==> src/rtl/bats_pitch_pkg.sv <==
// Shared constants, command/unit types and the sequenced-unit builder for the BATS PITCH encoder.
// The optional BATS_ENC_AUTO_TIME_EN feature lives in bats_pitch_encoder and only uses what is here.
package bats_pitch_pkg;

  localparam logic [7:0] MSG_TIME     = 8'h20;
  localparam logic [7:0] MSG_ADD_LONG = 8'h21;
  localparam logic [7:0] MSG_EXECUTED = 8'h23;
  localparam logic [7:0] MSG_DELETE   = 8'h29;

  localparam logic [5:0] HDR_LEN      = 6'd8;
  localparam logic [5:0] LEN_TIME     = 6'd6;
  localparam logic [5:0] LEN_DELETE   = 6'd14;
  localparam logic [5:0] LEN_EXECUTED = 6'd26;
  localparam logic [5:0] LEN_ADD_LONG = 6'd34;

  typedef enum logic [1:0] {ST_IDLE, ST_TIME_SEND, ST_SEND} state_e;

  typedef struct packed {
    logic [7:0]  typ;
    logic [31:0] seconds;
    logic [31:0] nanoseconds;
    logic [63:0] order_id;
    logic [7:0]  side;
    logic [31:0] quantity;
    logic [47:0] symbol;
    logic [63:0] price;
    logic [63:0] exec_id;
  } cmd_t;

  // data holds the unit left-justified: first wire byte in [383:376], tail zero-filled.
  typedef struct packed {
    logic [383:0] data;
    logic [2:0]   n_words;
    logic [7:0]   last_be;
  } unit_t;

  function automatic logic [15:0] le16(input logic [15:0] x);
    return {x[7:0], x[15:8]};
  endfunction

  function automatic logic [31:0] le32(input logic [31:0] x);
    return {x[7:0], x[15:8], x[23:16], x[31:24]};
  endfunction

  function automatic logic [63:0] le64(input logic [63:0] x);
    return {le32(x[31:0]), le32(x[63:32])};
  endfunction

  function automatic logic [5:0] msg_len(input logic [7:0] typ);
    case (typ)
      MSG_TIME:     return LEN_TIME;
      MSG_DELETE:   return LEN_DELETE;
      MSG_EXECUTED: return LEN_EXECUTED;
      MSG_ADD_LONG: return LEN_ADD_LONG;
      default:      return 6'd0;
    endcase
  endfunction

  function automatic logic [7:0] last_be(input logic [5:0] len);
    if (len[2:0] == 3'd0) return 8'hFF;
    return ~(8'hFF >> len[2:0]);
  endfunction

  function automatic unit_t build_unit(input cmd_t c, input logic [7:0] unit_id,
                                       input logic [31:0] seq);
    unit_t       u;
    logic [5:0]  ulen;
    logic [63:0] hdr;
    ulen = HDR_LEN + msg_len(c.typ);
    hdr  = {le16({10'd0, ulen}), 8'd1, unit_id, le32(seq)};
    case (c.typ)
      MSG_TIME:
        u.data = {hdr, {2'b0, LEN_TIME}, MSG_TIME, le32(c.seconds), 272'd0};
      MSG_DELETE:
        u.data = {hdr, {2'b0, LEN_DELETE}, MSG_DELETE, le32(c.nanoseconds),
                  le64(c.order_id), 208'd0};
      MSG_EXECUTED:
        u.data = {hdr, {2'b0, LEN_EXECUTED}, MSG_EXECUTED, le32(c.nanoseconds),
                  le64(c.order_id), le32(c.quantity), le64(c.exec_id), 112'd0};
      MSG_ADD_LONG:
        u.data = {hdr, {2'b0, LEN_ADD_LONG}, MSG_ADD_LONG, le32(c.nanoseconds),
                  le64(c.order_id), c.side, le32(c.quantity), c.symbol,
                  le64(c.price), 8'h00, 48'd0};
      default:
        u.data = '0;
    endcase
    u.n_words = 3'((ulen + 6'd7) >> 3);
    u.last_be = last_be(ulen);
    return u;
  endfunction

endpackage

==> src/rtl/bats_pitch_encoder_serializer.sv <==
// bats_word_serializer: holds one sequenced unit and streams it as 64-bit words with valid/ready.
// A load takes priority and may land in the same cycle the previous unit's last word is accepted.
module bats_word_serializer
  import bats_pitch_pkg::*;
(
  input  logic        clk_i,
  input  logic        reset_i,
  input  logic        load_i,
  input  unit_t       unit_i,
  input  logic        out_ready_i,
  output logic [63:0] out_bytes_o,
  output logic [7:0]  out_be_o,
  output logic        out_valid_o,
  output logic        last_accept_o
);

  logic [63:0] words_q [6];
  logic [2:0]  idx_q;
  logic [2:0]  n_q;
  logic [7:0]  be_q;
  logic        valid_q;
  logic        is_last;

  assign is_last       = (idx_q == n_q - 3'd1);
  assign last_accept_o = valid_q & out_ready_i & is_last;

  always_ff @(posedge clk_i) begin
    if (reset_i) begin
      valid_q <= 1'b0;
      idx_q   <= '0;
      n_q     <= '0;
      be_q    <= '0;
      for (int k = 0; k < 6; k++) words_q[k] <= '0;
    end else if (load_i) begin
      for (int k = 0; k < 6; k++) words_q[k] <= unit_i.data[383-64*k -: 64];
      idx_q   <= '0;
      n_q     <= unit_i.n_words;
      be_q    <= unit_i.last_be;
      valid_q <= 1'b1;
    end else if (valid_q && out_ready_i) begin
      if (is_last) valid_q <= 1'b0;
      else         idx_q   <= idx_q + 3'd1;
    end
  end

  assign out_valid_o = valid_q;
  assign out_bytes_o = valid_q ? words_q[idx_q] : 64'd0;
  assign out_be_o    = !valid_q ? 8'h00 : (is_last ? be_q : 8'hFF);

endmodule

==> src/rtl/bats_pitch_encoder.sv <==
// BATS PITCH transmit encoder: one command -> one sequenced unit streamed as 64-bit words.
// Define BATS_ENC_AUTO_TIME_EN to prepend a Time unit whenever a command's seconds change.
//   state        | meaning
//   ST_IDLE      | cmd_ready high, waiting for a command
//   ST_TIME_SEND | streaming an inserted Time unit; command unit queued behind it
//   ST_SEND      | streaming the command's own unit
module bats_pitch_encoder
  import bats_pitch_pkg::*;
#(
  parameter logic [7:0]  UNIT_ID  = 8'd1,
  parameter logic [31:0] SEQ_INIT = 32'd1
) (
  input  logic        Clk40,
  input  logic        reset,
  input  logic        cmd_valid,
  output logic        cmd_ready,
  input  logic [7:0]  cmd_type,
  input  logic [31:0] cmd_seconds,
  input  logic [31:0] cmd_nanoseconds,
  input  logic [63:0] cmd_order_id,
  input  logic [7:0]  cmd_side,
  input  logic [31:0] cmd_quantity,
  input  logic [47:0] cmd_symbol,
  input  logic [63:0] cmd_price,
  input  logic [63:0] cmd_exec_id,
  output logic [63:0] out_bytes,
  output logic [7:0]  out_byte_enables,
  output logic        out_data_valid,
  input  logic        out_ready,
  output logic [31:0] seq_num,
  output logic        err_unsupported
);

  state_e      state_q, state_d;
  logic [31:0] seq_q;
  logic        ready_q, err_q;
  cmd_t        cmd;
  logic        accept, supported, need_time, load, ser_done;
  unit_t       unit_d;

  assign cmd = {cmd_type, cmd_seconds, cmd_nanoseconds, cmd_order_id, cmd_side,
                cmd_quantity, cmd_symbol, cmd_price, cmd_exec_id};
  assign accept    = cmd_valid & ready_q;
  assign supported = (msg_len(cmd_type) != 6'd0);

`ifdef BATS_ENC_AUTO_TIME_EN
  logic [31:0] last_sec_q;
  logic        last_sec_vld_q;
  cmd_t        pend_q;
  cmd_t        time_cmd;

  assign need_time = supported && (cmd_type != MSG_TIME) &&
                     (!last_sec_vld_q || (cmd_seconds != last_sec_q));

  always_comb begin
    time_cmd     = cmd;
    time_cmd.typ = MSG_TIME;
  end

  always_ff @(posedge Clk40) begin
    if (reset) begin
      last_sec_q     <= '0;
      last_sec_vld_q <= 1'b0;
      pend_q         <= '0;
    end else if (state_q == ST_IDLE && accept && supported) begin
      pend_q <= cmd;
      if (cmd_type == MSG_TIME || need_time) begin
        last_sec_q     <= cmd_seconds;
        last_sec_vld_q <= 1'b1;
      end
    end
  end
`else
  assign need_time = 1'b0;
`endif

  always_ff @(posedge Clk40) begin
    if (reset) state_q <= ST_IDLE;
    else       state_q <= state_d;
  end

  always_comb begin
    state_d = state_q;
    case (state_q)
      ST_IDLE:      if (accept && supported) state_d = need_time ? ST_TIME_SEND : ST_SEND;
      ST_TIME_SEND: if (ser_done) state_d = ST_SEND;
      ST_SEND:      if (ser_done) state_d = ST_IDLE;
      default:      state_d = ST_IDLE;
    endcase
  end

  always_comb begin
    load   = 1'b0;
    unit_d = build_unit(cmd, UNIT_ID, seq_q);
    case (state_q)
      ST_IDLE: begin
        if (accept && supported) begin
          load = 1'b1;
`ifdef BATS_ENC_AUTO_TIME_EN
          if (need_time) unit_d = build_unit(time_cmd, UNIT_ID, seq_q);
`endif
        end
      end
`ifdef BATS_ENC_AUTO_TIME_EN
      // queued command follows its Time unit back-to-back with the next sequence number
      ST_TIME_SEND: begin
        if (ser_done) begin
          load   = 1'b1;
          unit_d = build_unit(pend_q, UNIT_ID, seq_q + 32'd1);
        end
      end
`endif
      default: ;
    endcase
  end

  always_ff @(posedge Clk40) begin
    if (reset) begin
      seq_q   <= SEQ_INIT;
      ready_q <= 1'b0;
      err_q   <= 1'b0;
    end else begin
      ready_q <= (state_d == ST_IDLE);
      err_q   <= (state_q == ST_IDLE) && accept && !supported;
      if (ser_done) seq_q <= seq_q + 32'd1;
    end
  end

  bats_word_serializer u_ser (
    .clk_i         (Clk40),
    .reset_i       (reset),
    .load_i        (load),
    .unit_i        (unit_d),
    .out_ready_i   (out_ready),
    .out_bytes_o   (out_bytes),
    .out_be_o      (out_byte_enables),
    .out_valid_o   (out_data_valid),
    .last_accept_o (ser_done)
  );

  assign cmd_ready       = ready_q;
  assign seq_num         = seq_q;
  assign err_unsupported = err_q;

endmodule

==> config.mk <==
export PLATFORM = sky130hd
export DESIGN_NAME = bats_pitch_encoder
export DESIGN_NICKNAME = d
export VERILOG_FILES = /design/src/rtl/bats_pitch_pkg.sv /design/src/rtl/bats_pitch_encoder_serializer.sv /design/src/rtl/bats_pitch_encoder.sv
export SDC_FILE = /design/constraint.sdc
export NUM_CORES = 1
export LEC_CHECK = 0
export BUFFER_PORTS_ARGS = -buffer_cell sky130_fd_sc_hd__buf_2
export CORE_MARGIN = 2
export CORE_UTILIZATION = 40
export DETAILED_ROUTE_END_ITERATION = 8
export PLACE_DENSITY = 0.76
export SYNTH_ARGS = -nofsm -noshare
export SYNTH_HDL_FRONTEND = slang
export SYNTH_SLANG_ARGS = --single-unit
==> constraint.sdc <==
create_clock -name Clk40 -period 10.35 [get_ports Clk40]
set_input_delay 2.07 -clock Clk40 [delete_from_list [all_inputs] [get_ports Clk40]]
set_output_delay 2.07 -clock Clk40 [all_outputs]
set_load 0.1 [all_outputs]
Word-level counts from Yosys, hierarchy flattened
Memories as Yosys holds them, arrays and structs flattened. A register that Yosys moved wholly into a read port is not among the register bits.
Index checks and enable logic that the tools add are counted.

cells by class
  equality and inequality tests = 7
  add/subtract/negate cells = 5
  mux-type cells = 30
  shift operators = 1
  reductions and logical operators = 14
  bitwise logic cells = 11

operators by type and width
  kind                                                                   number
  382-bit case mux with 4 select lines                                   1
  64-bit two-way mux                                                     7
  32-bit by 1-bit adder with 32-bit output, second input constant        1
  8-bit by 6-bit equality test with 1-bit output, second input constant  4
  8-bit two-way mux                                                      4
  6-bit case mux with 4 select lines                                     1
  1-bit two-way mux                                                      11
  8-bit inverter                                                         1
  8-bit by 3-bit right shift with 8-bit output, first input constant     1
  4-bit by 6-bit adder with 6-bit output, first input constant           1
  6-bit by 3-bit adder with 6-bit output, second input constant          1
  2-bit two-way mux                                                      3
  3-bit two-way mux                                                      2
  1-bit bitwise OR                                                       6
  2-bit case mux with 3 select lines                                     1
  6-bit nonzero test                                                     1
  1-bit logical AND                                                      4
  2-bit logical NOT                                                      2
  2-bit AND reduction                                                    2
  2-bit nonzero test                                                     2
  3-bit by 1-bit adder with 3-bit output, second input constant          1
  1-bit AND                                                              3
  3-bit equality test                                                    1
  3-bit logical NOT                                                      1
  other kinds (6)                                                        6

word-level totals
  word-level logic and storage cells = 77
  register bits after elaboration = 51
  input bits = 356
  memories kept = 1
  memory bits (writable) = 384

memory list
  memory         depth  width  read ports  clocked after memory_dff  wr ports  line                                 RTL
  u_ser.words_q  6      64     1           1                         6         bats_pitch_encoder_serializer.sv:17  logic [63:0] words_q [6];

Depth between registers and ports, before layout
  word-level depth = 10
  mapped depth = 13

Cells and area by module
From an unflattened synthesis, not the netlist that was laid out.

unflattened totals
  cells, all modules = 1752
  area, all modules = 22315.2 µm²

modules (own cells, without submodules)
  module                times used  area each (µm²)  cells an instance  seq. area each (µm²)
  bats_word_serializer  1           18141.1          1193               11891.4
  bats_pitch_encoder    1           4174.0           559                720.7

Worst setup path after synthesis
No wires, ideal clock.

  path kind = input-to-reg
  start = input cmd_type[7]
  end = memory u_ser.words_q[0][0], enable pin
  stages on the path = 10
  data arrival time = 9720 ps
  buffers on the path = 2
  data required time = 9704 ps
  library setup time = 646 ps
  path slack = -17 ps
  cell sequence = nand2b_4 nand4bb_1 clkbuf_1 or3_1 ha_1 clkbuf_1 o31ai_2 nand4_1 nor2b_1 inv_1

RTL lines
  element             line                                 RTL
  start: declaration  bats_pitch_encoder.sv:17             input logic [7:0] cmd_type,
  end: declaration    bats_pitch_encoder_serializer.sv:17

==> impl_metrics.py <==
metrics = {
    "synthesis": {
        "syn-num-nets": 1595,
        "syn_area_per_cell_um2": 13.1,
        "synth_most_common_cell": "edfxtp_1",
        "synth_seq_cells": 341,
        "synthTopCellsByArea": "edfxtp_1 54%, and2_1 6.4%, dfxtp_1 6.1%",
        "synth-main-ff-cell": "edfxtp_1",
        "synth-edff-count": 292,
        "ys_seq_area_share_pct": 60.4,
        "yosysTopAreaCell": "edfxtp_1",
        "synth_top_area_share_pct": 54.3,
        "synth_cell_types": 58,
        "synth_commonest_cells": "292 x edfxtp_1, 166 x and2_1, 95 x a22o_1, 83 x a22oi_1, 76 x nor2_1",
        "syn_area_um2": 16200,
        "async_flop_share_pct": 0,
        "yosysWarnings": 0,
        "syn_inst": 1234,
    },
    "floorplanning": {
        "core_area_um2": 39800,
        "start_util_pct": 40.6,
        "die_h_um": 205,
        "design.die.area_um2": 42000,
        "fp.dieW_um": 205,
        "num_io_pins": 463,
        "rows": 73,
    },
    "clock_tree": {
        "clockBufferDepth": 3,
        "ctsResizeCount": 0,
        "cts_made_buffers": 38,
        "cts_tree": "yes",
        "clock-sinks": 341,
        "clockRootBuffer": "clkbuf_16",
        "clock_latency_ns": 0.54,
        "cts_setup_buffers": 0,
        "htree_levels": 2,
        "path_clk_slew_ns": 0.06,
        "hold_buffers": 0,
    },
    "sta": {
        "rsz0062_at_grt": "no",
        "hold_viol": 0,
        "fin_crit_sh_pct": 59.1,
        "final_max_slew_viol_count": 0,
        "finalCriticalPeriod_ns": 6.12,
        "fmax_mhz": 163,
        "relSlewSlack_pct": 26.1,
        "fin_setup_tns_ns": 0,
        "worst_pin_slew_ns": 1.11,
        "fin_ws_ns": 4.23,
        "final-setup-viol-count": 0,
        "finClkSkew_ns": 0.0149,
    },
    "layout": {
        "nets": 2007,
        "syn_to_final_growth_pct": 24.4,
        "regArea_um2": 9760,
        "n_fill_cell": 3481,
        "drive_gt1_share_pct": 36.7,
        "multi_input_area_um2": 5890,
    },
    "placement": {
        "port_buffers": 462,
        "pre_cts_slack_ns": 3.73,
        "hpwl_um": 33300,
        "routabilityCongestion": 0.905,
    },
    "power_and_ir_drop": {
        "internal-power_w": 0.00244,
        "combinationalPowerShare_pct": 4.6,
        "p_sw_w": 0.000633,
        "p_seq_share_pct": 50.2,
        "finalPower_w": 0.00308,
        "max-vdd-ir-drop_v": 0.000124,
        "power_leakage_nw": 7.99,
        "power_per_cell_area_nw_per_um2": 153,
        "clkPwrFrac_pct": 45.1,
        "switching_share_pct": 20.6,
    },
    "grt": {
        "grt_max_degree": 171,
        "grtUsageTotal_pct": 22.1,
        "grt_pass1_wl_um": 69800,
        "gr-total-overflow": 0,
        "antenna_found_initial": 8,
        "first_global_vias": 12100,
    },
    "critical_path": {
        "cp-end-kind": "register",
        "cp_max_fo": 76,
        "worstPathArrival_ns": 6.27,
        "crit_path_top_delay_cell": "buf_4",
        "critPathTopFamily": "simple AND/OR/NAND/NOR gates",
        "path_class": "input pin to register",
        "cp-start-kind": "input pin",
        "worst-path-buf-inv": 3,
        "path_cells": "buf_2 -> nand2b_4 -> nand4bb_1 -> or3_1 -> ha_1 -> o31ai_2 -> nand4_1 -> nor2b_1 -> clkinvlp_4 -> buf_4",
        "cpPeakStageDelay_ns": 0.86,
        "crit_required_ns": 10.50,
    },
    "detailed_routing": {
        "route.detailed.drc": 2,
        "firstDrtPassIters": 7,
        "wirelength_um": 48200,
        "first_iter_violations": 1106,
        "antenna_left": 0,
        "wl_per_cell_um": 21.9,
        "vias": 12200,
        "routed_via_density": 5.52,
    },
    "flow_run": {
        "timing.max_cap.violations": 0,
    },
    "outcome": {
        "status": "finished, violations left",
        "violations": "design-rule violations",
    },
    "worst_hold_path": {
        "hold_path.class": "register to register",
    },
}
==> tightest hold or removal path, delay by kind of cell (launching register included) <==
family | cells | cell delay [ns]
AO/OA/AOI/OAI | 1 | 0.05
flip-flops | 1 | 0.31
buffers and inverters | 1 | 0.05
==> per-layer routing <==
metal	up-vias	share of wire, %	GRT usage [%]
met2	585	50	37.0
met5	-	0	0
met4	0	2.9	8.92
met3	74	7.7	3.15
met1	6009	40	29.0
li1	5499	-	-
==> cell usage in the layout (no fill, tap or decap), types with 41 or more instances in the layout <==
master    Yosys  layout
a22oi_1      83      83
nand2_1      41      41
nor2b_1      45      45
buf_2        10     462
dfxtp_1      49      46
edfxtp_1    292     292
and2_1      166     166
a22o_1       95      95
nor2_1       76      75
==> final cells by class <==
cell class | instances | area share (%)
antenna | 6 | 0.0747
clock buffer | 53 | 5.32
clock inverter | 14 | 1.03
inverter | 13 | 0.261
multi-input combinational | 773 | 29.3
sequential | 341 | 48.5
tap | 525 | 3.27
timing repair buffer | 479 | 12.2
==> power by group through the flow <==
stage	clock [W]	sequential [W]	combinational, W
2_1_floorplan	0	0.00158	0.0000496
3_3_place_gp	0	0.00157	0.000141
3_5_place_dp	0	0.00157	0.000142
4_1_cts	0.00141	0.00154	0.000143
5_1_grt	0.00146	0.00155	0.000153
6_report	0.00139	0.00154	0.000143
==> cells by family after synthesis <==
group	count (synthesis)	synth area share [%]
buf+inv	120	3.40
compound gates	256	12.0
simple gates	409	14.5
flops	341	60.4
xor+xnor	30	1.71
mux	73	7.70
fa+ha+maj	5	0.387
==> worst paths after layout <==
path	from	endpoint	slack [ns]	depth (start not counted)
max	cmd_type[7]	u_ser.words_q[1][21]	4.23	10
min	u_ser.be_q[6]	u_ser.be_q[6]	0.46	2
min reg2reg	u_ser.be_q[6]	u_ser.be_q[6]	0.46	2
max reg2reg	cmd_ready	u_ser.words_q[3][25]	7.03	6
==> flip-flops by register name, summed over array words and instances, names as in the netlist, named ones only <==
name               count
u_ser.be_q             3
seq_num               32
err_unsupported        1
u_ser.out_valid_o      1
u_ser.idx_q            3
state_q                2
cmd_ready              1
u_ser.n_q              3
u_ser.words_q        292
==> per-stage QoR <==
step,cell area [µm²],cells,utilization [%],hold slack [ns]
6_report,20100,2204,50.5,0.458
3_3_place_gp,18800,2131,47.2,0.451
3_5_place_dp,18800,2131,47.2,0.444
5_1_grt,20100,2203,50.5,0.466
2_1_floorplan,16200,1234,-,0.426
4_1_cts,20100,2198,50.4,0.456
(Power assumes the default switching activity.)
